`src/rtl/manchester_pkg.sv`:
```
// Shared line-coding constants and the deframer state encoding for the
// Manchester transmit/receive chain (escaper, preamble, deframer).
package manchester_pkg;

  localparam logic [7:0] FLAG_CODE     = 8'h7E;
  localparam logic [7:0] ESC_CODE      = 8'h7D;
  localparam logic [7:0] ESC_XOR_MASK  = 8'h20;
  localparam logic [7:0] PREAMBLE_CODE = 8'h55;

  // ST_ESC: the previous byte was an escape prefix, the next one is un-stuffed
  typedef enum logic [1:0] {
    ST_HUNT = 2'd0,
    ST_DATA = 2'd1,
    ST_ESC  = 2'd2
  } deframer_state_t;

endpackage

```
`src/rtl/manchester_deframer.sv`:
```
// Receive-side deframer: hunts for the start flag, removes byte stuffing and
// turns flag-delimited frames into an AXI-Stream with tlast and an error tuser.
module manchester_deframer
  import manchester_pkg::*;
#(
  parameter int                    DATA_WIDTH = 8,
  parameter int                    FRAME_SIZE = 8,
  parameter int                    MAX_LEN    = 255,
  parameter logic [DATA_WIDTH-1:0] FLAG       = FLAG_CODE,
  parameter logic [DATA_WIDTH-1:0] ESC        = ESC_CODE,
  parameter logic [DATA_WIDTH-1:0] ESC_XOR    = ESC_XOR_MASK
) (
  input  logic                  aclk,
  input  logic                  areset,
  input  logic [DATA_WIDTH-1:0] s_axis_tdata,
  input  logic                  s_axis_tvalid,
  output logic                  s_axis_tready,
  output logic [DATA_WIDTH-1:0] m_axis_tdata,
  output logic                  m_axis_tvalid,
  input  logic                  m_axis_tready,
  output logic                  m_axis_tlast,
  output logic                  m_axis_tuser,
  output logic                  frame_ok,
  output logic                  frame_err
);

  localparam int               CNT_W     = $clog2(MAX_LEN + 1);
  localparam logic [CNT_W-1:0] MAX_CNT   = CNT_W'(MAX_LEN);
  localparam logic [CNT_W-1:0] FRAME_CNT = CNT_W'(FRAME_SIZE);

  deframer_state_t       state_reg;
  logic [DATA_WIDTH-1:0] pend_data_reg;
  logic                  pend_valid_reg;
  logic [CNT_W-1:0]      count_reg;
  logic                  err_reg;
  logic                  run_reg;
  logic [DATA_WIDTH-1:0] out_data_reg;
  logic                  out_valid_reg;
  logic                  out_last_reg;
  logic                  out_user_reg;
  logic                  frame_ok_reg;
  logic                  frame_err_reg;

  logic                  in_ready;
  logic                  in_fire;
  logic                  is_flag;
  logic                  is_esc;
  logic                  payload_fire;
  logic [DATA_WIDTH-1:0] payload_byte;
  logic                  length_err;
  logic                  close_bad;

  // run_reg keeps the input closed until the first clock after reset release
  assign in_ready = run_reg && (!out_valid_reg || m_axis_tready);
  assign in_fire  = s_axis_tvalid && in_ready;
  assign is_flag  = (s_axis_tdata == FLAG);
  assign is_esc   = (s_axis_tdata == ESC);

  always_comb begin
    payload_fire = 1'b0;
    payload_byte = s_axis_tdata;
    if (in_fire) begin
      case (state_reg)
        ST_DATA: payload_fire = !is_flag && !is_esc;
        ST_ESC: begin
          payload_fire = !is_flag;
          payload_byte = s_axis_tdata ^ ESC_XOR;
        end
        default: payload_fire = 1'b0;
      endcase
    end
  end

  assign length_err = ((FRAME_SIZE != 0) && (count_reg != FRAME_CNT)) || err_reg;
  assign close_bad  = err_reg || length_err;

  always_ff @(posedge aclk or posedge areset) begin
    if (areset) begin
      state_reg      <= ST_HUNT;
      pend_data_reg  <= '0;
      pend_valid_reg <= 1'b0;
      count_reg      <= '0;
      err_reg        <= 1'b0;
      run_reg        <= 1'b0;
      out_data_reg   <= '0;
      out_valid_reg  <= 1'b0;
      out_last_reg   <= 1'b0;
      out_user_reg   <= 1'b0;
      frame_ok_reg   <= 1'b0;
      frame_err_reg  <= 1'b0;
    end else begin
      run_reg       <= 1'b1;
      frame_ok_reg  <= 1'b0;
      frame_err_reg <= 1'b0;

      if (out_valid_reg && m_axis_tready) begin
        out_valid_reg <= 1'b0;
      end

      if (in_fire) begin
        case (state_reg)
          ST_HUNT: begin
            if (is_flag) begin
              state_reg      <= ST_DATA;
              pend_valid_reg <= 1'b0;
              count_reg      <= '0;
              err_reg        <= 1'b0;
            end
          end

          ST_DATA: begin
            if (is_flag) begin
              if (pend_valid_reg) begin
                out_data_reg   <= pend_data_reg;
                out_valid_reg  <= 1'b1;
                out_last_reg   <= 1'b1;
                out_user_reg   <= close_bad;
                frame_ok_reg   <= !close_bad;
                frame_err_reg  <= close_bad;
                pend_valid_reg <= 1'b0;
                state_reg      <= ST_HUNT;
              end else begin
                // empty frame or repeated flag: restart the frame in place
                count_reg <= '0;
                err_reg   <= 1'b0;
              end
            end else if (is_esc) begin
              state_reg <= ST_ESC;
            end
          end

          ST_ESC: begin
            if (is_flag) begin
              if (pend_valid_reg) begin
                out_data_reg  <= pend_data_reg;
                out_valid_reg <= 1'b1;
                out_last_reg  <= 1'b1;
                out_user_reg  <= 1'b1;
                frame_err_reg <= 1'b1;
              end
              pend_valid_reg <= 1'b0;
              count_reg      <= '0;
              err_reg        <= 1'b0;
            end
            state_reg <= ST_DATA;
          end

          default: state_reg <= ST_HUNT;
        endcase
      end

      // Emitting the previous byte here is what makes "last" known one byte late
      if (payload_fire) begin
        if (pend_valid_reg) begin
          out_data_reg  <= pend_data_reg;
          out_valid_reg <= 1'b1;
          out_last_reg  <= 1'b0;
          out_user_reg  <= 1'b0;
        end
        pend_data_reg  <= payload_byte;
        pend_valid_reg <= 1'b1;
        if (count_reg == MAX_CNT) begin
          err_reg <= 1'b1;
        end else begin
          count_reg <= count_reg + 1'b1;
        end
      end
    end
  end

  assign s_axis_tready = in_ready;
  assign m_axis_tdata  = out_data_reg;
  assign m_axis_tvalid = out_valid_reg;
  assign m_axis_tlast  = out_last_reg;
  assign m_axis_tuser  = out_user_reg;
  assign frame_ok      = frame_ok_reg;
  assign frame_err     = frame_err_reg;

endmodule
```
`config.mk`:
```
export PLATFORM = sky130hd
export DESIGN_NAME = manchester_deframer
export DESIGN_NICKNAME = d
export VERILOG_FILES = /design/src/rtl/manchester_pkg.sv /design/src/rtl/manchester_deframer.sv
export SDC_FILE = /design/constraint.sdc
export NUM_CORES = 1
export LEC_CHECK = 0
export CORE_UTILIZATION = 43
export CTS_CLUSTER_DIAMETER = 40
export DETAILED_ROUTE_END_ITERATION = 6
export PLACE_DENSITY_LB_ADDON = 0.15
export REMOVE_ABC_BUFFERS = 1
export SYNTH_ARGS = -nofsm -noshare
export SYNTH_HDL_FRONTEND = slang
export SYNTH_SLANG_ARGS = --single-unit
```
`constraint.sdc`:
```
create_clock -name aclk -period 3.7 [get_ports aclk]
set_input_delay 0.74 -clock aclk [delete_from_list [all_inputs] [get_ports aclk]]
set_output_delay 0.74 -clock aclk [all_outputs]
set_load 0.03 [all_outputs]
```
==> flow_summary.json <==
{
  "dpl.cell_count": 241,
  "firstDrtPassIters": 4,
  "drv_slew": 0,
  "cap_violations": 0,
  "drive_above_1_share_pct": 14.5,
  "grt_pass1_wl_um": 6320,
  "gr-usage-all-layers_pct": 20.0,
  "clkSlewWorstSetupHoldPaths_ps": 70,
  "avgViaCountPerCell": 5.46,
  "final_hold_viol_count": 0,
  "period_needed_ps": 2920,
  "finalSetupViolCount": 0,
  "routed_wl_um": 3590,
  "die_w_um": 65.6,
  "netlist_area_um2": 1740,
  "fin_skew_ps": 7.74,
  "grt_max_degree": 35,
  "wl_per_cell_um": 14.5,
  "cts_sinks": 34,
  "holdCritPathClass": "flop to flop",
  "cts_max_path_buffers": 2,
  "yosysUniqueCellTypes": 43,
  "vdd_ir_drop_max_v": 0.000337,
  "syn_area_per_cell_um2": 10.2,
  "port_buffers": 25,
  "die_area_um2": 4300,
  "drc": 0,
  "ant_nets": 0,
  "gp_congestion": 0.790,
  "ys_seq_area_share_pct": 49.0,
  "synth_seq_cells": 34,
  "end_kind": "output port",
  "crit_type": "primary input to output port",
  "p_leak_uw": 0.000992,
  "synth-edff-count": 0,
  "ys.flop_type": "dfrtp_1",
  "synth_warnings": 0,
  "initial_utilization_pct": 46.1,
  "io_pins": 26,
  "core-area_um2": 3770,
  "diodes": 0,
  "fp.dieH_um": 65.6,
  "synth_cells": 170,
  "antenna_found_initial": 0,
  "worstPathArrival_ps": 2180,
  "r2r_slack_ps": 1530,
  "area_growth_pct": 24.5,
  "numCtsBuffers": 5,
  "status": "complete, no violations",
  "nets": 218,
  "cts_hold_buf": 0,
  "max_freq_mhz": 342,
  "p_per_area_nw_per_um2": 667,
  "async_flop_share_pct": 100,
  "rsz0062_at_grt": "false",
  "post-route-period-util_pct": 78.9,
  "startpoint_type": "primary input",
  "dpl.hpwl_um": 2650,
  "clk_latency_ps": 290,
  "vias": 1354,
  "cts_setup_buffers": 0,
  "first_iter_violations": 49,
  "root_buffer": "clkbuf_8",
  "stdcell_count": 248,
  "setup-tns-final_ps": 0,
  "cts_tree": "built",
  "critPathMaxFanout": 5,
  "row_count": 22,
  "grt_overflow": 0,
  "required_ps": 2960,
  "cts.repair.resized": 0,
  "grt_pass1_vias": 1430,
  "cts_htree_levels": 2
}
## area by class of cell
| class | count | area (µm²) |
|---|---|---|
| Clock buffer | 6 | 82.6 |
| Clock inverter | 1 | 30.0 |
| Fill cell | 317 | 1610 |
| Inverter | 8 | 30.0 |
| Multi-Input combinational cell | 123 | 836 |
| Sequential cell | 34 | 851 |
| Tap cell | 48 | 60.1 |
| Timing Repair Buffer | 28 | 273 |
## critical path, stage by stage
cell	delay, ps
clkdlybuf4s50_1	450
nand2b_1	180
and2_1	150
clkdlybuf4s50_1	660
## where the power goes
| part | internal, µW | switching [µW] |
|---|---|---|
| logic | 240 | 312 |
| registers | 481 | 66.5 |
| clock network | 215 | 128 |
| total | 936 | 506 |
## Yosys cell counts, types with 2 or more instances
master	n	area [µm²]
or4_1	2	15.0
nand2_1	27	101
nor2b_1	4	25.0
mux2i_1	2	20.0
dfrtp_1	34	851
a21oi_1	4	20.0
ha_1	6	75.1
a21o_1	2	15.0
nand3_1	6	30.0
o31ai_1	2	15.0
nor3_1	3	15.0
o21ai_0	16	80.1
or4_4	2	22.5
o22ai_1	2	12.5
nand4_1	2	12.5
nor2_1	5	18.8
nand4_2	2	25.0
and3_1	2	12.5
and2_1	2	12.5
and4_1	2	17.5
clkbuf_1	4	15.0
mux2_2	8	90.1
o211ai_1	2	15.0
inv_1	8	30.0
nand2b_1	3	18.8
## metal layers
| layer | GRT usage [%] | vias to the layer above | part of all wire [%] |
|---|---|---|---|
| li1 | - | 659 | - |
| met1 | 22.0 | 664 | 42 |
| met2 | 35.1 | 26 | 53 |
| met3 | 6.25 | 5 | 3.7 |
| met4 | 8.97 | 0 | 1.4 |
| met5 | 0 | - | 0 |
## cell usage in the layout (no fill, tap or decap), drive strengths merged, types with 3 or more instances in the layout
master,n
o21ai,16
clkbuf,6
inv,8
a21oi,4
or4,4
mux2,8
nand3,6
ha,6
nor2b,4
nand4,4
clkdlybuf4s50,25
nor3,3
buf,3
nand2b,3
a211oi,3
dfrtp,34
nand2,27
and3,3
nor2,5
## worst paths after layout
check                                 startpoint                to  cells after the start
worst max register to register      state_reg[1]      count_reg[5]                      8
max in group asynchronous                 areset         frame_err                      3
worst min-delay path            pend_data_reg[4]  pend_data_reg[4]                      2
worst min register to register  pend_data_reg[4]  pend_data_reg[4]                      2
min in group asynchronous                 areset  pend_data_reg[0]                      3
worst max-delay path               m_axis_tready     s_axis_tready                      4
## through the flow
| stage | instance area, µm² | hold slack, ps | utilization, % | total power [µW] | setup slack [ps] |
|---|---|---|---|---|---|
| 2_1_floorplan | 1720 | 442 | - | 910 | 1230 |
| 3_3_place_gp | 2050 | 455 | 54.3 | 1090 | 822 |
| 3_5_place_dp | 2050 | 466 | 54.3 | 1110 | 774 |
| 4_1_cts | 2160 | 481 | 57.3 | 1460 | 765 |
| 5_1_grt | 2160 | 503 | 57.3 | 1540 | 724 |
| 6_report | 2160 | 480 | 57.3 | 1440 | 780 |
## cells by family after synthesis
family / Yosys count / synth area share (%)
AOI/OAI and AO/OA: 37 / 14.9
buffers and inverters: 13 / 2.88
xor gates and xnor gates: 2 / 1.01
muxes: 10 / 6.34
other: 1 / 0.216
and+or+nand+nor: 67 / 21.3
DFF: 34 / 49.0
adders and majority gates: 6 / 4.32
(Power assumes the default switching activity.)
